### config.mk
export PLATFORM = sky130hd
export DESIGN_NAME = i2c_reg_access_ctrl
export DESIGN_NICKNAME = d
export VERILOG_FILES = /design/src/rtl/i2c_reg_access_ctrl_pkg.sv /design/src/rtl/i2c_addr_ptr.sv /design/src/rtl/i2c_reg_access_ctrl.sv
export SDC_FILE = /design/constraint.sdc
export NUM_CORES = 1
export LEC_CHECK = 0
export CAP_MARGIN = 5
export CORE_MARGIN = 8
export CORE_UTILIZATION = 55
export CTS_CLUSTER_SIZE = 28
export DETAILED_ROUTE_END_ITERATION = 10
export DONT_BUFFER_PORTS = 1
export MAX_ROUTING_LAYER = met4
export PLACE_DENSITY = 0.83
export SLEW_MARGIN = 20
export SYNTH_ARGS = -nofsm -noshare
export SYNTH_HDL_FRONTEND = slang
export SYNTH_SLANG_ARGS = --single-unit
### constraint.sdc
create_clock -name clk -period 1.79 [get_ports clk]
set_clock_uncertainty 0.2 [all_clocks]
set_input_delay 0.2685 -clock clk [delete_from_list [all_inputs] [get_ports clk]]
set_output_delay 0.2685 -clock clk [all_outputs]
set_load 0.005 [all_outputs]
### src/rtl/i2c_reg_access_ctrl_pkg.sv
// ---------------------------------------------------------------------------
// i2c_reg_access_ctrl_pkg
//   Shared definitions for the I2C register access controller and its
//   neighbours (slave front end, register file): default data/address widths
//   and the 2-bit encoding of the access-sequencing FSM states.
// ---------------------------------------------------------------------------
package i2c_reg_access_ctrl_pkg;

  // Default data width of register file words and I2C bytes.
  localparam int unsigned WORD_SIZE_DEF = 32'd8;

  // Default register address width; the pointer wraps modulo 2**ADDR_W.
  localparam int unsigned ADDR_W_DEF = 32'd8;

  // Access-sequencing FSM, fixed 2-bit encoding shared with the front end.
  typedef enum logic [1:0] {
    ST_IDLE  = 2'b00,  // no transfer addressed to us
    ST_PTR   = 2'b01,  // write transfer, waiting for the pointer byte
    ST_WDATA = 2'b10,  // write transfer, data bytes go to the register file
    ST_RDATA = 2'b11   // read transfer, bytes come from the register file
  } state_e;

endpackage

### src/rtl/i2c_addr_ptr.sv
// ---------------------------------------------------------------------------
// i2c_addr_ptr
//   Register pointer for the I2C register access controller. Loads a new
//   value or increments (wrapping modulo 2**ADDR_W, no carry flag).
//   Load has priority over increment; the controller never requests both.
// Ports:
//   clk       in   system clock (posedge)
//   reset     in   asynchronous active-low reset, pointer clears to 0
//   load      in   load ptr from load_val this cycle
//   load_val  in   ADDR_W value to load
//   inc       in   increment ptr this cycle
//   ptr       out  ADDR_W current pointer (registered)
// ---------------------------------------------------------------------------
module i2c_addr_ptr #(
  parameter int unsigned ADDR_W = 8
) (
  input  logic              clk,
  input  logic              reset,
  input  logic              load,
  input  logic [ADDR_W-1:0] load_val,
  input  logic              inc,
  output logic [ADDR_W-1:0] ptr
);

  logic [ADDR_W-1:0] ptr_d;
  logic [ADDR_W-1:0] ptr_q;

  // Next pointer value: load, increment with natural wrap, or hold.
  always_comb begin
    ptr_d = ptr_q;
    if (load) begin
      ptr_d = load_val;
    end else if (inc) begin
      ptr_d = ptr_q + {{(ADDR_W-1){1'b0}}, 1'b1};
    end else begin
      ptr_d = ptr_q;
    end
  end

  // Pointer register with asynchronous clear.
  always_ff @(posedge clk or negedge reset) begin
    if (!reset) begin
      ptr_q <= {ADDR_W{1'b0}};
    end else begin
      ptr_q <= ptr_d;
    end
  end

  assign ptr = ptr_q;

endmodule

### src/rtl/i2c_reg_access_ctrl.sv
// ---------------------------------------------------------------------------
// i2c_reg_access_ctrl
//   Sequences host accesses from the I2C slave byte front end into an 8-bit
//   register file. In a write transfer the first byte loads the register
//   pointer and every later byte is written at the pointer, which then
//   increments. In a read transfer bytes are returned from the pointer with
//   auto-increment. The pointer survives START/STOP, so a pointer write
//   followed by a repeated START read reads from the loaded address.
//
// Optional feature (macro I2C_REGCTRL_WPROT_EN):
//   Addresses >= PROT_BASE are write-protected; blocked bytes raise a
//   1-cycle wp_hit pulse instead of rf_en, and the pointer still increments.
//
// Ports:
//   clk        in   system clock
//   reset      in   asynchronous active-low reset
//   start_det  in   START / repeated START pulse
//   stop_det   in   STOP pulse
//   addr_match in   own slave address ACKed pulse, qualifies rw
//   rw         in   1 = read transfer
//   rx_valid   in   received byte pulse, rx_data valid
//   rx_data    in   received byte
//   tx_req     in   front end requests next read byte
//   tx_valid   out  tx_data valid pulse (1 cycle after tx_req)
//   tx_data    out  byte to transmit
//   rf_sr      out  register file read address (= ptr, combinational)
//   rf_dr      out  register file write address
//   rf_wdata   out  register file write data
//   rf_en      out  register file write enable pulse (1 cycle after rx_valid)
//   rf_rdata   in   register file read data, combinational from rf_sr
//   busy       out  transfer in progress (state != IDLE)
//   ptr        out  current register pointer
//   wp_hit     out  blocked-write pulse (only with I2C_REGCTRL_WPROT_EN)
// ---------------------------------------------------------------------------
module i2c_reg_access_ctrl
  import i2c_reg_access_ctrl_pkg::*;
#(
  parameter int unsigned          WORD_SIZE = WORD_SIZE_DEF,
  parameter int unsigned          ADDR_W    = ADDR_W_DEF,
  parameter logic [ADDR_W-1:0]    PROT_BASE = 8'hF0
) (
  input  logic                 clk,
  input  logic                 reset,
  input  logic                 start_det,
  input  logic                 stop_det,
  input  logic                 addr_match,
  input  logic                 rw,
  input  logic                 rx_valid,
  input  logic [WORD_SIZE-1:0] rx_data,
  input  logic                 tx_req,
  output logic                 tx_valid,
  output logic [WORD_SIZE-1:0] tx_data,
  output logic [ADDR_W-1:0]    rf_sr,
  output logic [ADDR_W-1:0]    rf_dr,
  output logic [WORD_SIZE-1:0] rf_wdata,
  output logic                 rf_en,
  input  logic [WORD_SIZE-1:0] rf_rdata,
  output logic                 busy,
  output logic [ADDR_W-1:0]    ptr
`ifdef I2C_REGCTRL_WPROT_EN
  ,
  output logic                 wp_hit
`endif
);

  state_e               state_d,    state_q;
  logic                 tx_valid_d, tx_valid_q;
  logic [WORD_SIZE-1:0] tx_data_d,  tx_data_q;
  logic                 rf_en_d,    rf_en_q;
  logic [ADDR_W-1:0]    rf_dr_d,    rf_dr_q;
  logic [WORD_SIZE-1:0] rf_wdata_d, rf_wdata_q;
  logic                 busy_d,     busy_q;
`ifdef I2C_REGCTRL_WPROT_EN
  logic                 wp_hit_d,   wp_hit_q;
`endif

  logic                 ptr_load_s;
  logic                 ptr_inc_s;
  logic [ADDR_W-1:0]    ptr_s;
  logic                 wr_allow_s;

  i2c_addr_ptr #(
    .ADDR_W (ADDR_W)
  ) u_addr_ptr (
    .clk      (clk),
    .reset    (reset),
    .load     (ptr_load_s),
    .load_val (rx_data[ADDR_W-1:0]),
    .inc      (ptr_inc_s),
    .ptr      (ptr_s)
  );

  // Write permission for the byte at the current pointer.
  always_comb begin
`ifdef I2C_REGCTRL_WPROT_EN
    wr_allow_s = (ptr_s < PROT_BASE);
`else
    wr_allow_s = 1'b1;
`endif
  end

  // Next-state and output logic. START beats STOP beats data; the only data
  // that survives a simultaneous STOP is a WDATA byte, which is still written.
  always_comb begin
    state_d    = state_q;
    ptr_load_s = 1'b0;
    ptr_inc_s  = 1'b0;
    tx_valid_d = 1'b0;
    tx_data_d  = tx_data_q;
    rf_en_d    = 1'b0;
    rf_dr_d    = rf_dr_q;
    rf_wdata_d = rf_wdata_q;
`ifdef I2C_REGCTRL_WPROT_EN
    wp_hit_d   = 1'b0;
`endif

    if (start_det) begin
      state_d = ST_IDLE;
    end else begin
      case (state_q)
        ST_IDLE: begin
          if (addr_match) begin
            state_d = rw ? ST_RDATA : ST_PTR;
          end else begin
            state_d = ST_IDLE;
          end
        end
        ST_PTR: begin
          if (rx_valid && !stop_det) begin
            ptr_load_s = 1'b1;
            state_d    = ST_WDATA;
          end else begin
            state_d    = ST_PTR;
          end
        end
        ST_WDATA: begin
          if (rx_valid) begin
            ptr_inc_s = 1'b1;
            if (wr_allow_s) begin
              rf_en_d    = 1'b1;
              rf_dr_d    = ptr_s;
              rf_wdata_d = rx_data;
            end else begin
`ifdef I2C_REGCTRL_WPROT_EN
              wp_hit_d   = 1'b1;
`endif
            end
          end else begin
            ptr_inc_s = 1'b0;
          end
        end
        ST_RDATA: begin
          if (tx_req && !stop_det) begin
            tx_valid_d = 1'b1;
            tx_data_d  = rf_rdata;
            ptr_inc_s  = 1'b1;
          end else begin
            tx_valid_d = 1'b0;
          end
        end
        default: begin
          state_d = ST_IDLE;
        end
      endcase

      if (stop_det) begin
        state_d = ST_IDLE;
      end else begin
        state_d = state_d;
      end
    end

    busy_d = (state_d != ST_IDLE);
  end

  // State and output registers; reset also cancels any pending pulse.
  always_ff @(posedge clk or negedge reset) begin
    if (!reset) begin
      state_q    <= ST_IDLE;
      tx_valid_q <= 1'b0;
      tx_data_q  <= {WORD_SIZE{1'b0}};
      rf_en_q    <= 1'b0;
      rf_dr_q    <= {ADDR_W{1'b0}};
      rf_wdata_q <= {WORD_SIZE{1'b0}};
      busy_q     <= 1'b0;
`ifdef I2C_REGCTRL_WPROT_EN
      wp_hit_q   <= 1'b0;
`endif
    end else begin
      state_q    <= state_d;
      tx_valid_q <= tx_valid_d;
      tx_data_q  <= tx_data_d;
      rf_en_q    <= rf_en_d;
      rf_dr_q    <= rf_dr_d;
      rf_wdata_q <= rf_wdata_d;
      busy_q     <= busy_d;
`ifdef I2C_REGCTRL_WPROT_EN
      wp_hit_q   <= wp_hit_d;
`endif
    end
  end

  assign tx_valid = tx_valid_q;
  assign tx_data  = tx_data_q;
  assign rf_sr    = ptr_s;
  assign rf_dr    = rf_dr_q;
  assign rf_wdata = rf_wdata_q;
  assign rf_en    = rf_en_q;
  assign busy     = busy_q;
  assign ptr      = ptr_s;
`ifdef I2C_REGCTRL_WPROT_EN
  assign wp_hit   = wp_hit_q;
`endif

endmodule
* Word-level counts from Yosys, hierarchy flattened
Index checks and enable logic that the tools add are counted.
** Word-level totals
- Register bits :: 37
- Bits in latches :: 0
- Bits in writable memories :: 0
- Memory bits (read-only) :: 0
- Input bits :: 24
- Word-level logic and storage cells :: 40
- Memories :: 0
** Operators by class
- $add $sub $neg :: 1
- Multipliers :: 0
- Divide/modulo/power cells :: 0
- $lt $le $gt $ge :: 0
- Equality and inequality tests :: 3
- Shift operators :: 0
- Mux-type cells :: 19
- Bitwise operators :: 1
- Reductions and logical operators :: 8
** Operators with widths (count)
- two-way mux 8 bit :: 2
- two-way mux 1 bit :: 10
- two-way mux 2 bit :: 5
- adder 8 x 1 -> 8 bit (second input constant) :: 1
- AND reduction 3 bit :: 2
- == test 2 bit (second input constant) :: 2
- one-hot mux 2 bit (2 select lines) :: 1
- nonzero test 2 bit :: 2
- == test 2 x 1 -> 1 bit (second input constant) :: 1
- logical AND 1 bit :: 2
- logical NOT 2 bit :: 1
- one-hot mux 1 bit (2 select lines) :: 1
- logical NOT 1 bit :: 1
- inverter 1 bit :: 1

* Longest topological paths before layout
Gate-level depths: netlist of run 1.
- Depth after elaboration :: 7
- Gate-level depth with buffers :: 6
- Mapped depth without buffers :: 5

* Modules after synthesis
Synthesis of run 1 repeated with hierarchy kept, for this count alone.
** Unflattened totals
- Cell total of the unflattened synthesis :: 128
- Area total of the unflattened synthesis :: 1656.6 um^2
** By module, submodules not included
- i2c_reg_access_ctrl :: instances 1, cells an instance 79, area an instance 1206.2 um^2
- i2c_addr_ptr :: instances 1, cells an instance 49, area an instance 450.4 um^2

* Worst setup path after synthesis of run 1
OpenSTA, ideal clock, no wires.
- Path type :: register to register
- Start :: register state_q[0]
- End :: register rf_dr_q[4], in the netlist rf_dr[4]
- Setup time :: 128 ps
- Arrival :: 1419 ps
- Setup slack :: 44 ps
- Stages on the path, launching flop included :: 6
- Path buffers :: 2
- Cells stage by stage :: dfrtp_1 -> buf_6 -> nand2b_1 -> nor2_4 -> buf_6 -> mux2_1
** Between the ends
- Cells in the longest elaborated chain, start to end :: 2
** RTL lines
- start: declaration :: line i2c_reg_access_ctrl.sv:66 : state_e state_d, state_q;
- start signal: assignment :: line i2c_reg_access_ctrl.sv:190 : state_q <= state_d;
- == test 2 bit :: line i2c_reg_access_ctrl.sv:120 : case (state_q)
- AND reduction 3 bit (no source line)
- end signal: assignment :: line i2c_reg_access_ctrl.sv:183 : rf_dr_q <= {ADDR_W{1'b0}};
- end signal: assignment :: line i2c_reg_access_ctrl.sv:194 : rf_dr_q <= rf_dr_d;
- end: declaration :: line i2c_reg_access_ctrl.sv:70 : logic [ADDR_W-1:0] rf_dr_d, rf_dr_q;
No other way between the ends.
A chain may end at the register's enable or synchronous reset.

* Worst setup path in the final report of run 1
- Start :: register state_q[0]
- End :: register busy_q, in the netlist busy
** Between the ends
- Cells in the longest elaborated chain, start to end :: 5
- Elaborated cells on any way between the ends :: 6
** RTL lines
- == test 2 x 1 -> 1 bit / logical NOT 2 bit (equally long branches) :: line i2c_reg_access_ctrl.sv:120
- one-hot mux 2 bit (2 select lines) * :: line i2c_reg_access_ctrl.sv:120
- two-way mux 2 bit * :: line i2c_reg_access_ctrl.sv:166 : if (stop_det) begin
- two-way mux 2 bit * :: line i2c_reg_access_ctrl.sv:117 : if (start_det) begin
- nonzero test 2 bit * :: line i2c_reg_access_ctrl.sv:173 : busy_d = (state_d != ST_IDLE);
- via busy_d :: line i2c_reg_access_ctrl.sv:72 : logic busy_d, busy_q;
- end signal: assignment :: line i2c_reg_access_ctrl.sv:196 : busy_q <= busy_d;
- end: declaration :: line i2c_reg_access_ctrl.sv:72
The timed path passes the listed nets; every way through them passes the cells marked *.

==> summary.txt, run 1 <==
Drt
  – WL/cell: 18.8 microns
  – Vias/cell: 5.61
  – Initial DRC count: 47
  – Initial DRT Pass Iterations: 4
  – DR vias: 1155
  – DRT Wirelength: 3870 microns
  – # DRC: 0
  – Post-route ant nets: 0

Timing
  – F_max: 565 MHz
  – Fin crit period: 1.77 ns
  – Final period util: 98.8%
  – RSZ-0062 raised after global routing: true
  – Hold Vio Cnt, Final: 0
  – Tightest Pin Transition: 0.335 ns
  – Worst hold slack: 0.0297 ns
  – Final setup vio count: 0
  – Worst Slack Setup Final: 0.0209 ns
  – Max-slew violation count: 0
  – Worst slew margin: 77.6%

Worst setup path
  – Crit Path Class: register to register
  – CP max FO: 6
  – Reg2reg path depth: 3
  – Slowest stage cell, crit path: dlygate4sd3_1
  – WP data arrival: 1.78 ns
  – Crit-path cells: buf_4 > o31a_1 > dlygate4sd3_1
  – R2R Path End: busy
  – Required time of the critical path: 1.80 ns
  – Setup crit end kind: register
  – Reg-to-Reg Start: state_q[0]
  – Setup slack, reg-to-reg: 0.02 ns
  – Critical Path Max Stage Delay: 0.56 ns
  – Crit start category: register

Die
  – I/O pin count: 67
  – Initial core utilization: 57.6%
  – Die Footprint: 5230 sq um
  – FP Rows: 20
  – Total core area: 3030 sq um
  – Die Y: 72.3 microns
  – Die W: 72.3 microns

Power
  – Reg power frac: 59.1%
  – Pwr Total: 1.92 mW
  – Comb pwr share: 18.6%
  – P_sw: 0.568 mW
  – Max rail drop VDD: 0.459 mV
  – Leak: 0.919 nW
  – P per Cell Area: 930 nW/um^2
  – Switching Fraction: 29.7%
  – Clock power frac: 22.3%
  – Cell internal pwr: 1.35 mW

Synth
  – Distinct cells, synth: 39
  – Cells after synthesis: 137
  – XOR/XNOR share of the synthesized area: 1.51%
  – Syn_area_per_cell: 12.7 sq um
  – Yosys Warn Count: 0
  – Post-synthesis adder-cell area fraction: 0.717%
  – Post-synth net total: 162
  – Largest family of logic cells by synthesized area: multiplexers
  – Post-synthesis simple-gate area fraction: 11.8%
  – Post-synth design cell area: 1750 sq um
  – Post-synthesis compound-gate area fraction: 10.8%
  – #FFs+latches synth: 37
  – Register area share after synthesis: 53.0%
  – Multiplexer share of the synthesized area: 15.5%

Min path
  – Hold WC Path Type: input pin to register
  – Hold wc startpoint: rw
  – Worst Hold End: state_q[1]
  – Hold path cells: 3

Clock tree
  – Post-CTS setup buffer count: 0
  – Root buffer cell: clkbuf_4
  – Htree depth: 2
  – CTS tree: built
  – Clk_lat worst skew: 0.33 ns
  – Clock slew at reported path FFs: 0.10 ns
  – Num CTS Buffers: 5
  – Max clock buf depth: 2
  – Clock tree sinks: 37

Global route
  – First-pass GRT wire length: 6310 microns
  – Vias in the first global route: 1236
  – Largest net degree at the start of global routing: 38
  – Initial antenna violation count: 0
  – Tot GR Track Use: 16.1%
  – Remaining Overflow, GRT: 0

Cells and area
  – Layout cell share with drive strength beyond 1: 19.1%
  – Final net count: 187
  – Finished Core Util: 68.0%
  – Final std cells w/o fill: 206
  – N_diodes: 0
  – Area Growth Syn to Fin: 18.0%

Place
  – IO buf count: 0
  – Placed Instances: 176
  – Gpl congestion: 0.886
  – HPWL Detailed: 2720 microns
  – Dpl ws: 0.100 ns

Outcome
  – Outcome: complete, no violations

Run
  – Max cap viols: 0
==> worst max path at each step <==
stage	startpoint	to	depth (start not counted)
2_1_floorplan	state_q[0]	rf_dr[4]	5
3_3_place_gp	state_q[0]	rf_wdata[2]	4
3_5_place_dp	state_q[0]	rf_dr[0]	4
4_1_cts	state_q[0]	busy	3
5_1_grt	start_det	tx_data[6]	4
6_report	state_q[0]	busy	3
==> timing repair <==
item | in CTS | in global routing
endpoints found under the hold margin | 63 | 0
endpoints found under the setup margin | 0 | 11
hold buffers | 23 | 0
resized for setup | 0 | 1
==> registers in the layout, summed over array words and instances, names as in the netlist <==
signal          flops
tx_valid            1
state_q             2
rf_dr               8
busy                1
u_addr_ptr.ptr      8
rf_wdata            8
tx_data             8
rf_en               1
==> worst max-delay path: cells and delay by family, from the launching register on <==
kind | cells | cell delay (ns)
AOI/OAI and AO/OA | 1 | 0.26
DFF | 1 | 0.46
buffers and inverters | 2 | 0.73
==> kinds of logic (layout without fill, tap and decap cells) <==
kind of cell,Yosys count,in the layout
XOR/XNOR,3,3
AND/OR/NAND/NOR,32,32
flip-flops,37,37
adder cells (fa/ha/maj),1,1
buffers and inverters,15,40
multiplexers,24,24
AO/OA/AOI/OAI,25,25
==> through the flow <==
step / area, sq um / TNS (ns)
6_report: 2060 / 0
5_1_grt: 2060 / -0.127
3_5_place_dp: 1760 / 0
3_3_place_gp: 1760 / 0
4_1_cts: 2060 / 0
2_1_floorplan: 1750 / 0
==> Yosys cell counts (all sizes together) <==
| library cell | n | area, sq um |
|---|---|---|
| inv | 2 | 7.51 |
| nor2 | 7 | 36.3 |
| xnor2 | 3 | 26.3 |
| nand4b | 1 | 8.76 |
| dfrtp | 37 | 926 |
| o31a | 1 | 8.76 |
| nand4bb | 1 | 27.5 |
| ha | 1 | 12.5 |
| or2 | 1 | 6.26 |
| and2 | 1 | 6.26 |
| buf | 13 | 110 |
| nand2b | 3 | 18.8 |
| a2bb2oi | 2 | 17.5 |
| a21boi | 2 | 22.5 |
| a21oi | 4 | 20.0 |
| nand4 | 2 | 18.8 |
| a31oi | 2 | 27.5 |
| o22ai | 3 | 18.8 |
| nand2 | 7 | 26.3 |
| a221o | 1 | 10.0 |
| or3 | 1 | 6.26 |
| nor3 | 1 | 5.00 |
| o31ai | 1 | 7.51 |
| nand3 | 3 | 15.0 |
| a211oi | 3 | 22.5 |
| and4 | 1 | 8.76 |
| nand3b | 2 | 15.0 |
| mux2 | 24 | 270 |
| o21ai | 5 | 25.0 |
| a22oi | 1 | 7.51 |
| nor2b | 1 | 6.26 |
==> power by group through the flow <==
| stage | registers [mW] | logic, mW | clock network [mW] |
|---|---|---|---|
| finish | 1.13 | 0.356 | 0.428 |
| global route | 1.16 | 0.398 | 0.484 |
| CTS | 1.13 | 0.360 | 0.450 |
| detailed placement | 1.15 | 0.294 | 0 |
| global placement | 1.14 | 0.280 | 0 |
| floorplan | 1.11 | 0.264 | 0 |
==> per-layer routing <==
metal	track usage, %	vias up	wire length (microns)	share of wire, %
met5	-	-	0	0
met4	7.94	0	101	2.6
met3	5.92	12	357	9.2
met2	25.8	50	1900	49
met1	17.1	561	1520	39
li1	-	532	-	-
==> cells in the final DEF (no fill, tap or decap), drive strengths merged <==
master / n
dfrtp: 37
mux2: 24
dlygate4sd3: 22
buf: 9
nand2: 7
nor2: 7
clkbuf: 7
o21ai: 5
a21oi: 4
nand2b: 3
o22ai: 3
nand3: 3
a211oi: 3
xnor2: 3
inv: 2
nand3b: 2
a21boi: 2
a2bb2oi: 2
nand4: 2
a31oi: 2
a22oi: 1
nor3: 1
and2: 1
o31a: 1
nand4bb: 1
or2: 1
and4: 1
nand4b: 1
or3: 1
o31ai: 1
nor2b: 1
a221o: 1
ha: 1
==> cell type report <==
| type | instances | area [sq um] |
|---|---|---|
| inverters | 2 | 7.51 |
| multi-input cells | 85 | 702 |
| flip-flops and latches | 37 | 927 |
| repair buffers | 31 | 313 |
| well taps | 44 | 55.1 |
| fillers | 228 | 968 |
| clock buffers | 7 | 55.1 |
No activity file was read; power rests on OpenSTA's default activity.
==> inputs of run 2 (changes only) <==
- clock period: 1.79 -> 1.5 ns (I/O delays scaled with it)
==> run 2 against run 1 <==
The flow now finishes with violations (hold timing, setup timing). Fmax increased by 7.2%. Worst hold slack got worse by 0.29 ns. Flip-flop and latch count is the same. Count of clock-buffer cells in the layout is the same. Cell count increased by 6.3%. Clock power grew 38%. Worst setup slack worse by 0.17 ns. Die area stayed put.
==> summary.txt, run 2 (synthesized netlist as in run 1, its figures left out) <==
Run
  – Max cap viols: 0 (unchanged)

Min path
  – Hold wc startpoint: start_det (was rw)
  – Worst Hold End: state_q[0] (was state_q[1])
  – Hold WC Path Type: input pin to register (unchanged)
  – Hold path cells: 1 (was 3)

Worst setup path
  – Crit-path cells: nand4bb_4 > buf_4 > nor2_4 > nor2_1 > a221o_1 (was buf_4 > o31a_1 > dlygate4sd3_1)
  – Required time of the critical path: 1.53 ns (was 1.80 ns)
  – Crit Path Class: register to register (unchanged)
  – WP data arrival: 1.68 ns (was 1.78 ns)
  – R2R Path End: u_addr_ptr.ptr[0] (was busy)
  – Critical Path Max Stage Delay: 0.45 ns (was 0.56 ns)
  – Setup slack, reg-to-reg: -0.15 ns (was 0.02 ns)
  – Setup crit end kind: register (unchanged)
  – Reg-to-Reg Start: state_q[1] (was state_q[0])
  – Worst Path Buf+Inv: 1 (was 2)
  – Crit start category: register (unchanged)
  – Delay-heaviest family, CP: flip-flops (was buffers and inverters)
  – CP max FO: 5 (was 6)
  – Slowest stage cell, crit path: dfrtp_2 (was dlygate4sd3_1)
  – Reg2reg path depth: 5 (was 3)

Die
  – Die Footprint: 5230 sq um (unchanged)
  – Die Y: 72.3 microns (unchanged)
  – I/O pin count: 67 (unchanged)
  – FP Rows: 20 (unchanged)
  – Total core area: 3030 sq um (unchanged)
  – Die W: 72.3 microns (unchanged)
  – Initial core utilization: 57.6% (unchanged)

Clock tree
  – Htree depth: 2 (unchanged)
  – Clock slew at reported path FFs: 0.10 ns (about the same)
  – CTS tree: built (unchanged)
  – Root buffer cell: clkbuf_4 (unchanged)
  – Max clock buf depth: 2 (unchanged)
  – Clk_lat worst skew: 0.34 ns (was 0.33 ns)
  – Num CTS Buffers: 5 (unchanged)
  – Clock tree sinks: 37 (unchanged)

Power
  – P per Cell Area: 1090 nW/um^2 (was 930 nW/um^2)
  – Max rail drop VDD: 0.631 mV (was 0.459 mV)
  – Pwr Total: 2.50 mW (was 1.92 mW)
  – Leak: 1.01 nW (was 0.919 nW)

Timing
  – Fin crit period: 1.65 ns (was 1.77 ns)
  – Tightest Pin Transition: 0.360 ns (was 0.335 ns)
  – Max-slew violation count: 0 (unchanged)
  – RSZ-0062 raised after global routing: true (unchanged)
  – Hold Vio Cnt, Final: 12 (was 0)
  – Worst slew margin: 76.0% (was 77.6%)
  – Worst Slack Setup Final: -0.150 ns (was 0.0209 ns)
  – Final period util: 110% (was 98.8%)
  – Final setup vio count: 24 (was 0)
  – Worst hold slack: -0.262 ns (was 0.0297 ns)
  – F_max: 606 MHz (was 565 MHz)

Place
  – Gpl congestion: 0.873 (was 0.886)
  – HPWL Detailed: 2810 microns (was 2720 microns)
  – Dpl ws: -0.139 ns (was 0.100 ns)
  – IO buf count: 0 (unchanged)
  – Placed Instances: 185 (was 176)

Drt
  – DRT Wirelength: 4270 microns (was 3870 microns)
  – Vias/cell: 5.71 (was 5.61)
  – Initial DRT Pass Iterations: 4 (unchanged)
  – Post-route ant nets: 0 (unchanged)
  – Initial DRC count: 77 (was 47)
  – # DRC: 0 (unchanged)
  – DR vias: 1251 (was 1155)
  – WL/cell: 19.5 microns (was 18.8 microns)

Cells and area
  – Final net count: 199 (was 187)
  – Layout filler cell count: 192 (was 228)
  – Layout cell share with drive strength beyond 1: 38.9% (was 19.1%)
  – Final std cells w/o fill: 219 (was 206)
  – N_diodes: 0 (unchanged)
  – Area Growth Syn to Fin: 31.4% (was 18.0%)
  – Commonest non-fill, non-tap cell in the layout: dfrtp_1 (unchanged)
  – Finished Core Util: 75.7% (was 68.0%)
  – Highest-count cells in the layout ignoring fill and taps: dfrtp_1, dlygate4sd3_1, buf_4 (was dfrtp_1, dlygate4sd3_1, mux2_1, mux2_2)

Global route
  – Initial antenna violation count: 0 (unchanged)
  – Tot GR Track Use: 17.1% (was 16.1%)
  – Vias in the first global route: 1354 (was 1236)
  – First-pass GRT wire length: 6750 microns (was 6310 microns)
  – Largest net degree at the start of global routing: 38 (unchanged)
  – Remaining Overflow, GRT: 0 (unchanged)

Outcome
  – Failing checks: hold timing, setup timing
  – Outcome: finished, violations left (was complete, no violations)
-- run 2: what timing repair did --
item / 4_1_cts / 5_1_grt
pin swaps: 2 / 6
buffers inserted: 2 / 2
resized for setup: 20 / 10
hold buffers: 21 / 1
endpoints found under the hold margin: 66 / 13
endpoints found under the setup margin: 31 / 32
-- run 2: report_power, final --
group / total [mW] / internal, mW / switching (mW)
Combinational: 0.591 / 0.328 / 0.263
Sequential: 1.32 / 1.16 / 0.162
Clock: 0.589 / 0.272 / 0.317
Total: 2.50 / 1.76 / 0.742
-- run 2: how the worst max path moves through the flow --
stage | start | end | slack, ns | depth (start not counted)
after floorplan | state_q[0] | rf_dr[4] | -0.20 | 5
after global placement | state_q[1] | u_addr_ptr.ptr[5] | -0.08 | 4
after detailed placement | state_q[1] | u_addr_ptr.ptr[7] | -0.14 | 4
after CTS | state_q[1] | u_addr_ptr.ptr[7] | -0.09 | 4
after global routing | state_q[1] | u_addr_ptr.ptr[6] | -0.19 | 6
final | state_q[1] | u_addr_ptr.ptr[0] | -0.15 | 5
-- run 2: final cells by class --
| class | count | area (sq um) | area share [%] |
|---|---|---|---|
| Tap cell | 44 | 55.1 | 2.40 |
| Timing Repair Buffer | 43 | 412 | 17.9 |
| Clock buffer | 7 | 65.1 | 2.84 |
| Clock inverter | 1 | 5.00 | 0.218 |
| Inverter | 2 | 7.51 | 0.327 |
| Multi-Input combinational cell | 85 | 821 | 35.8 |
| Sequential cell | 37 | 928 | 40.5 |
-- run 2: metal layers --
metal / up-vias / GRT usage (%) / routed length, microns
li1: 559 / - / -
met2: 58 / 25.2 / 2100
met3: 8 / 8.82 / 436
met1: 626 / 18.9 / 1670
met4: 0 / 7.71 / 71
met5: - / - / 0
-- run 2: worst reg2reg max path, delay by kind of cell (launching register included) --
family          cells  cell delay (ns)
compound gates      1             0.29
buf+inv             1             0.18
simple gates        3             0.43
flops               1             0.45
-- run 2: metrics by stage --
step,hold WS (ns),cell area [sq um],setup TNS (ns)
2_1_floorplan,-0.271,1760,-2.65
3_3_place_gp,-0.270,1840,-1.10
3_5_place_dp,-0.270,1840,-2.32
4_1_cts,-0.284,2230,-1.44
5_1_grt,-0.282,2290,-2.81
6_report,-0.262,2290,-1.64
